==> src/rtl/uart_alu_pkg.sv <==
// uart_alu_pkg
//   Constants shared by the UART/ALU sequencer and its result FIFO.
//   - Opcode values, which are MIPS function codes (6 bits).
//   - Frame-collector state encoding.
//   - Error cause codes reported on o_err_code.
//   - op_is_valid(): tells whether a 6-bit opcode selects a supported ALU operation.
package uart_alu_pkg;

  localparam logic [5:0] OP_ADD = 6'h20;
  localparam logic [5:0] OP_SUB = 6'h22;
  localparam logic [5:0] OP_AND = 6'h24;
  localparam logic [5:0] OP_OR  = 6'h25;
  localparam logic [5:0] OP_XOR = 6'h26;
  localparam logic [5:0] OP_NOR = 6'h27;
  localparam logic [5:0] OP_SRA = 6'h03;
  localparam logic [5:0] OP_SRL = 6'h02;

  localparam logic [1:0] GET_A  = 2'd0;
  localparam logic [1:0] GET_B  = 2'd1;
  localparam logic [1:0] GET_OP = 2'd2;
  localparam logic [1:0] EXEC   = 2'd3;

  localparam logic [1:0] ERR_NONE = 2'b00;
  localparam logic [1:0] ERR_OP   = 2'b01;
  localparam logic [1:0] ERR_TMO  = 2'b10;
  localparam logic [1:0] ERR_OVR  = 2'b11;

  function automatic logic op_is_valid(input logic [5:0] op);
    case (op)
      OP_ADD, OP_SUB, OP_AND, OP_OR, OP_XOR, OP_NOR, OP_SRA, OP_SRL: op_is_valid = 1'b1;
      default:                                                       op_is_valid = 1'b0;
    endcase
  endfunction

endpackage

==> src/rtl/uart_alu_sequencer_sync_fifo.sv <==
// sync_fifo
//   First-word-fall-through synchronous FIFO of 2**LOG_DEPTH entries.
//   Pointers carry one extra bit so that full and empty can be told apart.
//   A push and a pop in the same cycle are both performed, even when the FIFO is full.
// Ports:
//   clk, rst_n       clock, asynchronous active-low reset
//   push, push_data  write request and data
//   pop              read request (ignored when empty)
//   pop_data         head entry, 0 while empty
//   full, empty      status flags
//   count            number of stored entries (0 .. 2**LOG_DEPTH)
module sync_fifo #(
  parameter int NB_DATA   = 8,
  parameter int LOG_DEPTH = 2
) (
  input  logic               clk,
  input  logic               rst_n,
  input  logic               push,
  input  logic [NB_DATA-1:0] push_data,
  input  logic               pop,
  output logic [NB_DATA-1:0] pop_data,
  output logic               full,
  output logic               empty,
  output logic [LOG_DEPTH:0] count
);

  localparam int DEPTH = 1 << LOG_DEPTH;

  logic [NB_DATA-1:0] mem [DEPTH];
  logic [LOG_DEPTH:0] wr_ptr_reg;
  logic [LOG_DEPTH:0] rd_ptr_reg;
  logic               do_push;
  logic               do_pop;

  assign empty = (wr_ptr_reg == rd_ptr_reg);
  assign full  = (wr_ptr_reg[LOG_DEPTH] != rd_ptr_reg[LOG_DEPTH]) &&
                 (wr_ptr_reg[LOG_DEPTH-1:0] == rd_ptr_reg[LOG_DEPTH-1:0]);
  assign count = wr_ptr_reg - rd_ptr_reg;

  // A simultaneous pop frees the slot the push is about to use.
  assign do_pop  = pop & ~empty;
  assign do_push = push & (~full | do_pop);

  always_ff @(posedge clk) begin
    if (do_push) begin
      mem[wr_ptr_reg[LOG_DEPTH-1:0]] <= push_data;
    end
  end

  always_ff @(posedge clk or negedge rst_n) begin
    if (!rst_n) begin
      wr_ptr_reg <= '0;
      rd_ptr_reg <= '0;
    end else begin
      if (do_push) wr_ptr_reg <= wr_ptr_reg + 1'b1;
      if (do_pop)  rd_ptr_reg <= rd_ptr_reg + 1'b1;
    end
  end

  // The head is presented combinationally; gating keeps the output at 0 while empty.
  assign pop_data = empty ? '0 : mem[rd_ptr_reg[LOG_DEPTH-1:0]];

endmodule

==> src/rtl/uart_alu_sequencer.sv <==
// uart_alu_sequencer
//   Collects {A, B, opcode} frames from a UART receiver byte stream, executes the
//   ALU operation and queues results in a FIFO that drains into a UART transmitter
//   through a valid/ready handshake. Detects inter-byte timeouts, bad opcodes and
//   bytes arriving while a frame is still executing (overrun).
//   Optional feature, macro UART_ALU_FLAGS_EN: each valid operation also pushes a
//   flags byte {0.., overflow, carry, zero} after its result.
// Ports:
//   i_clk        system clock
//   i_reset      asynchronous active-low reset
//   i_valid_rx   one-cycle pulse, i_data holds a received byte
//   i_data       received byte
//   i_ready_tx   transmitter can accept a byte
//   o_resultado  FIFO head byte
//   o_valid      FIFO non-empty
//   o_error      one-cycle pulse on a frame error
//   o_err_code   cause of the last error (01 opcode, 10 timeout, 11 overrun), held
//   o_busy       frame in progress
module uart_alu_sequencer
  import uart_alu_pkg::*;
#(
  parameter int NB_DATA        = 8,
  parameter int NB_OP          = 6,
  parameter int LOG_DEPTH      = 2,
  parameter int TIMEOUT_CYCLES = 800000
) (
  input  logic               i_clk,
  input  logic               i_reset,
  input  logic               i_valid_rx,
  input  logic [NB_DATA-1:0] i_data,
  input  logic               i_ready_tx,
  output logic [NB_DATA-1:0] o_resultado,
  output logic               o_valid,
  output logic               o_error,
  output logic [1:0]         o_err_code,
  output logic               o_busy
);

  localparam int SHW   = $clog2(NB_DATA);
  localparam int TMO_W = $clog2(TIMEOUT_CYCLES) + 1;

  logic [1:0]         state_reg, state_next;
  logic [NB_DATA-1:0] a_reg, a_next;
  logic [NB_DATA-1:0] b_reg, b_next;
  logic [NB_OP-1:0]   op_reg, op_next;
  logic [TMO_W-1:0]   tmo_cnt_reg, tmo_cnt_next;
  logic               error_reg, error_next;
  logic [1:0]         err_code_reg, err_code_next;

  logic               push;
  logic [NB_DATA-1:0] push_data;
  logic               pop;
  logic               fifo_full;
  logic               fifo_empty;
  logic [LOG_DEPTH:0] fifo_count;
  logic               tmo_hit;
  logic [5:0]         op6;

  function automatic logic [NB_DATA-1:0] alu(input logic [NB_DATA-1:0] a,
                                             input logic [NB_DATA-1:0] b,
                                             input logic [5:0]         op);
    logic [SHW-1:0] sh;
    sh = b[SHW-1:0];
    case (op)
      OP_ADD:  alu = a + b;
      OP_SUB:  alu = a - b;
      OP_AND:  alu = a & b;
      OP_OR:   alu = a | b;
      OP_XOR:  alu = a ^ b;
      OP_NOR:  alu = ~(a | b);
      OP_SRA:  alu = $signed(a) >>> sh;
      OP_SRL:  alu = a >> sh;
      default: alu = '0;
    endcase
  endfunction

`ifdef UART_ALU_FLAGS_EN
  logic               flag_phase_reg, flag_phase_next;
  logic [LOG_DEPTH+1:0] slots;

  function automatic logic [NB_DATA-1:0] alu_flags(input logic [NB_DATA-1:0] a,
                                                   input logic [NB_DATA-1:0] b,
                                                   input logic [5:0]         op);
    logic [NB_DATA:0]   wide;
    logic [NB_DATA-1:0] r;
    logic               c;
    logic               v;
    r    = alu(a, b, op);
    wide = '0;
    c    = 1'b0;
    v    = 1'b0;
    case (op)
      OP_ADD: begin
        wide = {1'b0, a} + {1'b0, b};
        c    = wide[NB_DATA];
        v    = (a[NB_DATA-1] == b[NB_DATA-1]) && (r[NB_DATA-1] != a[NB_DATA-1]);
      end
      OP_SUB: begin
        // Top bit of the widened difference is the borrow.
        wide = {1'b0, a} - {1'b0, b};
        c    = wide[NB_DATA];
        v    = (a[NB_DATA-1] != b[NB_DATA-1]) && (r[NB_DATA-1] != a[NB_DATA-1]);
      end
      default: ;
    endcase
    alu_flags      = '0;
    alu_flags[2:0] = {v, c, (r == '0)};
  endfunction

  // Free slots this cycle, counting a simultaneous pop as one freed slot.
  assign slots = (LOG_DEPTH+2)'(1 << LOG_DEPTH) - (LOG_DEPTH+2)'(fifo_count) + (LOG_DEPTH+2)'(pop);

  logic unused_full;
  assign unused_full = fifo_full;
`else
  logic unused_count;
  assign unused_count = ^fifo_count;
`endif

  assign op6     = 6'(op_reg);
  assign pop     = ~fifo_empty & i_ready_tx;
  assign tmo_hit = (tmo_cnt_reg == TMO_W'(TIMEOUT_CYCLES - 1));

  always_comb begin
    state_next    = state_reg;
    a_next        = a_reg;
    b_next        = b_reg;
    op_next       = op_reg;
    error_next    = 1'b0;
    err_code_next = err_code_reg;
    push          = 1'b0;
    push_data     = '0;
`ifdef UART_ALU_FLAGS_EN
    flag_phase_next = flag_phase_reg;
`endif

    case (state_reg)
      GET_A: begin
        if (i_valid_rx) begin
          a_next     = i_data;
          state_next = GET_B;
        end
      end
      GET_B: begin
        if (i_valid_rx) begin
          b_next     = i_data;
          state_next = GET_OP;
        end else if (tmo_hit) begin
          error_next    = 1'b1;
          err_code_next = ERR_TMO;
          state_next    = GET_A;
        end
      end
      GET_OP: begin
        if (i_valid_rx) begin
          op_next    = i_data[NB_OP-1:0];
          state_next = EXEC;
        end else if (tmo_hit) begin
          error_next    = 1'b1;
          err_code_next = ERR_TMO;
          state_next    = GET_A;
        end
      end
      default: begin // EXEC
        // The incoming byte is dropped; the frame being executed still completes.
        if (i_valid_rx) begin
          error_next    = 1'b1;
          err_code_next = ERR_OVR;
        end
        if (!op_is_valid(op6)) begin
          error_next    = 1'b1;
          err_code_next = ERR_OP;
          state_next    = GET_A;
        end else begin
`ifdef UART_ALU_FLAGS_EN
          // Two slots are reserved before the result goes in, so the flags
          // byte in the following cycle always finds room.
          if (flag_phase_reg) begin
            push            = 1'b1;
            push_data       = alu_flags(a_reg, b_reg, op6);
            flag_phase_next = 1'b0;
            state_next      = GET_A;
          end else if (slots >= (LOG_DEPTH+2)'(2)) begin
            push            = 1'b1;
            push_data       = alu(a_reg, b_reg, op6);
            flag_phase_next = 1'b1;
          end
`else
          if (!fifo_full || pop) begin
            push       = 1'b1;
            push_data  = alu(a_reg, b_reg, op6);
            state_next = GET_A;
          end
`endif
        end
      end
    endcase
  end

  // Counts only while waiting for B or the opcode; any accepted byte restarts it.
  always_comb begin
    if (i_valid_rx || tmo_hit || ((state_reg != GET_B) && (state_reg != GET_OP))) begin
      tmo_cnt_next = '0;
    end else begin
      tmo_cnt_next = tmo_cnt_reg + 1'b1;
    end
  end

  always_ff @(posedge i_clk or negedge i_reset) begin
    if (!i_reset) begin
      state_reg    <= GET_A;
      a_reg        <= '0;
      b_reg        <= '0;
      op_reg       <= '0;
      tmo_cnt_reg  <= '0;
      error_reg    <= 1'b0;
      err_code_reg <= ERR_NONE;
`ifdef UART_ALU_FLAGS_EN
      flag_phase_reg <= 1'b0;
`endif
    end else begin
      state_reg    <= state_next;
      a_reg        <= a_next;
      b_reg        <= b_next;
      op_reg       <= op_next;
      tmo_cnt_reg  <= tmo_cnt_next;
      error_reg    <= error_next;
      err_code_reg <= err_code_next;
`ifdef UART_ALU_FLAGS_EN
      flag_phase_reg <= flag_phase_next;
`endif
    end
  end

  sync_fifo #(
    .NB_DATA   (NB_DATA),
    .LOG_DEPTH (LOG_DEPTH)
  ) u_fifo (
    .clk       (i_clk),
    .rst_n     (i_reset),
    .push      (push),
    .push_data (push_data),
    .pop       (pop),
    .pop_data  (o_resultado),
    .full      (fifo_full),
    .empty     (fifo_empty),
    .count     (fifo_count)
  );

  assign o_valid    = ~fifo_empty;
  assign o_error    = error_reg;
  assign o_err_code = err_code_reg;
  assign o_busy     = (state_reg != GET_A);

endmodule

==> config.mk <==
export PLATFORM = sky130hd
export DESIGN_NAME = uart_alu_sequencer
export DESIGN_NICKNAME = d
export VERILOG_FILES = /design/src/rtl/uart_alu_pkg.sv /design/src/rtl/uart_alu_sequencer_sync_fifo.sv /design/src/rtl/uart_alu_sequencer.sv
export SDC_FILE = /design/constraint.sdc
export NUM_CORES = 1
export LEC_CHECK = 0
export CELL_PAD_IN_SITES_DETAIL_PLACEMENT = 0
export CELL_PAD_IN_SITES_GLOBAL_PLACEMENT = 1
export CORE_MARGIN = 2
export CORE_UTILIZATION = 49
export DETAILED_ROUTE_END_ITERATION = 10
export HOLD_SLACK_MARGIN = 0.1
export PLACE_DENSITY_LB_ADDON = 0.1
export REMOVE_ABC_BUFFERS = 1
export SYNTH_ARGS = -nofsm -noshare
export SYNTH_HDL_FRONTEND = slang
export SYNTH_SLANG_ARGS = --single-unit
==> constraint.sdc <==
create_clock -name i_clk -period 3.8 [get_ports i_clk]
set_clock_uncertainty 0.15 [all_clocks]
set_input_delay 0.57 -clock i_clk [delete_from_list [all_inputs] [get_ports i_clk]]
set_output_delay 0.57 -clock i_clk [all_outputs]
set_load 0.1 [all_outputs]
==> run metrics <==
total number of vias=3,475; drt drc=0; Leak Pwr=0.00232 uW; GRT Total Usage=20.7%; Yosys cell types=60; CTS Hold Bufs=0; area fraction in compound gates after synthesis=about 8.7%; Max Clk Rate=approximately 300 MHz; Final nets=between 500 and 600; post-CTS sizing=0; Worst Path Arrival=3.19 ns; Worst Tran Pin Value=0.969 ns; max-cap viol count=0; worst endpoint required time=3.71 ns; core area=10,300 sq um; final worst path period share=86.5%; Pint=2690 uW; Final WS setup=0.512 ns; synthesized cell area=5230 sq um; IR drop worst, VDD=between 0.7 and 0.8 mV; Chip Height=107 microns; clock-pin slew on the worst setup and hold paths=0.09 ns; Synth Flop Type=dfrtp_1; Layout area overhead=10.8%; Clk Latency, worst-skew pair=approximately 0.35 ns; via/cell ratio=approximately 5.4; Setup WS pre-CTS=0.589 ns; Longest Clk Path Bufs=2; HP Class=in -> async; multiplexer share of the synthesized area=13.6%; placer congestion estimate=0.926; Initial Utilization=50.6%; placed instance count=625; post-CTS setup buffers=0; max FFs per register=32; Num CTS Buffers=9; Flop pwr share=28.2%; clk sinks=86; vias in the first global route=3,466; gr ovfl total=0; FF+latch count, synth=86; initial antenna violation count=0; most frequent cells in the layout=dfrtp_1 (54), nor2_1 (43), ha_1 (34); CP startpoint kind=register; Pwr Total=~5200 uW; Comb power frac=between 50% and 60%; largest net degree at the start of global routing=39; H-tree lvl count=3; ant diodes=0; Psw=2540 uW; port buffer count=24; Final Setup Violations=0; post-synthesis xor/xnor area fraction=under 10%; crit path max fanout=6; TritonRoute pass-1 iters=4; Seq/Total Area, Yosys=44.2%; RSZ-0062 raised after global routing=no; Max Slew Vio Count=0; Rows=37; Post-Synth Simple-Gate Area=13.9%; switching portion of total power=roughly half; Mean Syn Cell Area=11.0 sq um; setup TNS=0 ns; initial DRC count=roughly 190; Die X=about 110 microns; CTS tree=built; I/O pin total=25; hpwl dp=7.86 mm; Post-synth EDFFs=32; Crit Path Class=reg -> reg; clock root buffer=clkbuf_8; Post-synth ARST share=62.8%; main combinational cell family by area after synthesis=simple AND/OR/NAND/NOR gates; clock network fraction of total power=a little over an eighth; post-DR wirelength/cell=roughly 17 microns; min cycle time layout=3.29 ns; FILL cells=932; power density of the placed cells=903 nW/um^2; leading cell type in the layout, fill and taps excluded=dfrtp_1; layout cells sized above 1=between 10% and 20%; status=complete, no violations; non-filler cells, final=around 640; number of routed nets with antenna violations=0; Gate Count Post-Synth=roughly 480; synth warn=0; max_slew headroom=about a third; final WL=around 11 mm; first-pass GRT wire length=~18 mm; Final Hold Viols=0; die area=11,500 sq um; adder-cell share of the synthesized area=under 10%; kind of end point of the critical path=register
worst max-delay path, stage by stage (launching register included):
cell and delay [ns]:
dfrtp_1 0.42, nor4b_2 0.37, and2_0 0.37, mux2_2 0.41, fa_1 0.43, nand2b_1 0.18
a21oi_1 0.20, a211oi_1 0.08, a221oi_1 0.25, nor2_1 0.14
final timing paths:
check	from	end	slack, ns	cells after the start
worst max-delay path	op6[3]	u_fifo.mem[3][4]	0.51	9
worst min-delay path	i_reset	u_fifo.rd_ptr_reg[1]	0.21	1
worst max register to register	op6[3]	u_fifo.mem[3][4]	0.51	9
worst min register to register	u_fifo.wr_ptr_reg[2]	u_fifo.wr_ptr_reg[2]	0.34	1
max in group asynchronous	i_reset	op6[4]	2.54	2
min in group i_clk	u_fifo.wr_ptr_reg[2]	u_fifo.wr_ptr_reg[2]	0.34	1
power groups by stage:
stage / Clock (uW) / Sequential [uW] / Combinational (uW)
floorplan: 0 / 1500 / 2330
global placement: 0 / 1490 / 3030
detailed placement: 0 / 1500 / 3060
CTS: 705 / 1480 / 3070
global route: 753 / 1520 / 3360
finish: 692 / 1480 / 3060
per-stage QoR:
step           util, %  hold slack (ns)  cell area (sq um)
2_1_floorplan        -            0.124               5130
3_3_place_gp      54.1            0.327               5580
3_5_place_dp      54.1            0.332               5580
4_1_cts           56.1            0.241               5790
5_1_grt           56.1            0.274               5790
6_report          56.1            0.210               5790
cell families after synthesis:
group | Yosys count
compound gates | 66
xor+xnor | 41
fa+ha+maj | 35
buf+inv | 52
flops | 86
mux | 53
simple gates | 142
routing by layer:
layer	global-route usage, %	share of wire (%)	vias up
met2	31.7	45	72
met3	4.00	4.4	11
met4	5.38	1.4	0
met5	0	0	-
met1	30.0	49	1664
li1	-	-	1728
final cells by class:
cell class                 instances  area, sq um  area share [%]
sequential                        86         2310            39.9
timing repair buffer              33          278            4.79
clock buffer                       9          124            2.14
clock inverter                     7         88.8            1.53
multi-input combinational        337         2700            46.5
inverter                          33          124            2.14
tap                              136          170            2.94
synth_stat cells, types with 3 or more instances:
| master | instances | share of area, % |
|---|---|---|
| xor2_1 | 11 | 1.8 |
| a21oi_1 | 10 | 0.96 |
| nor4_1 | 5 | 0.60 |
| a21oi_2 | 3 | 0.50 |
| clkbuf_1 | 9 | 0.65 |
| nor2b_1 | 3 | 0.36 |
| nand3b_1 | 4 | 0.57 |
| nand3_1 | 10 | 0.96 |
| edfxtp_1 | 32 | 18 |
| buf_2 | 6 | 0.57 |
| nand4_1 | 5 | 0.60 |
| and3_1 | 5 | 0.60 |
| ha_1 | 34 | 8.1 |
| inv_1 | 32 | 2.3 |
| o21ai_0 | 24 | 2.3 |
| nand2_1 | 28 | 2.0 |
| mux2i_1 | 11 | 2.1 |
| mux4_2 | 11 | 4.7 |
| mux2_2 | 30 | 6.5 |
| a22oi_1 | 3 | 0.43 |
| nor2_1 | 43 | 3.1 |
| and2_1 | 9 | 1.1 |
| nand2b_1 | 3 | 0.36 |
| dfrtp_1 | 54 | 26 |
| o21a_1 | 3 | 0.43 |
| and4_1 | 3 | 0.50 |
| xnor2_1 | 30 | 5.0 |
| nor3_1 | 12 | 1.1 |
(Power assumes the default switching activity.)
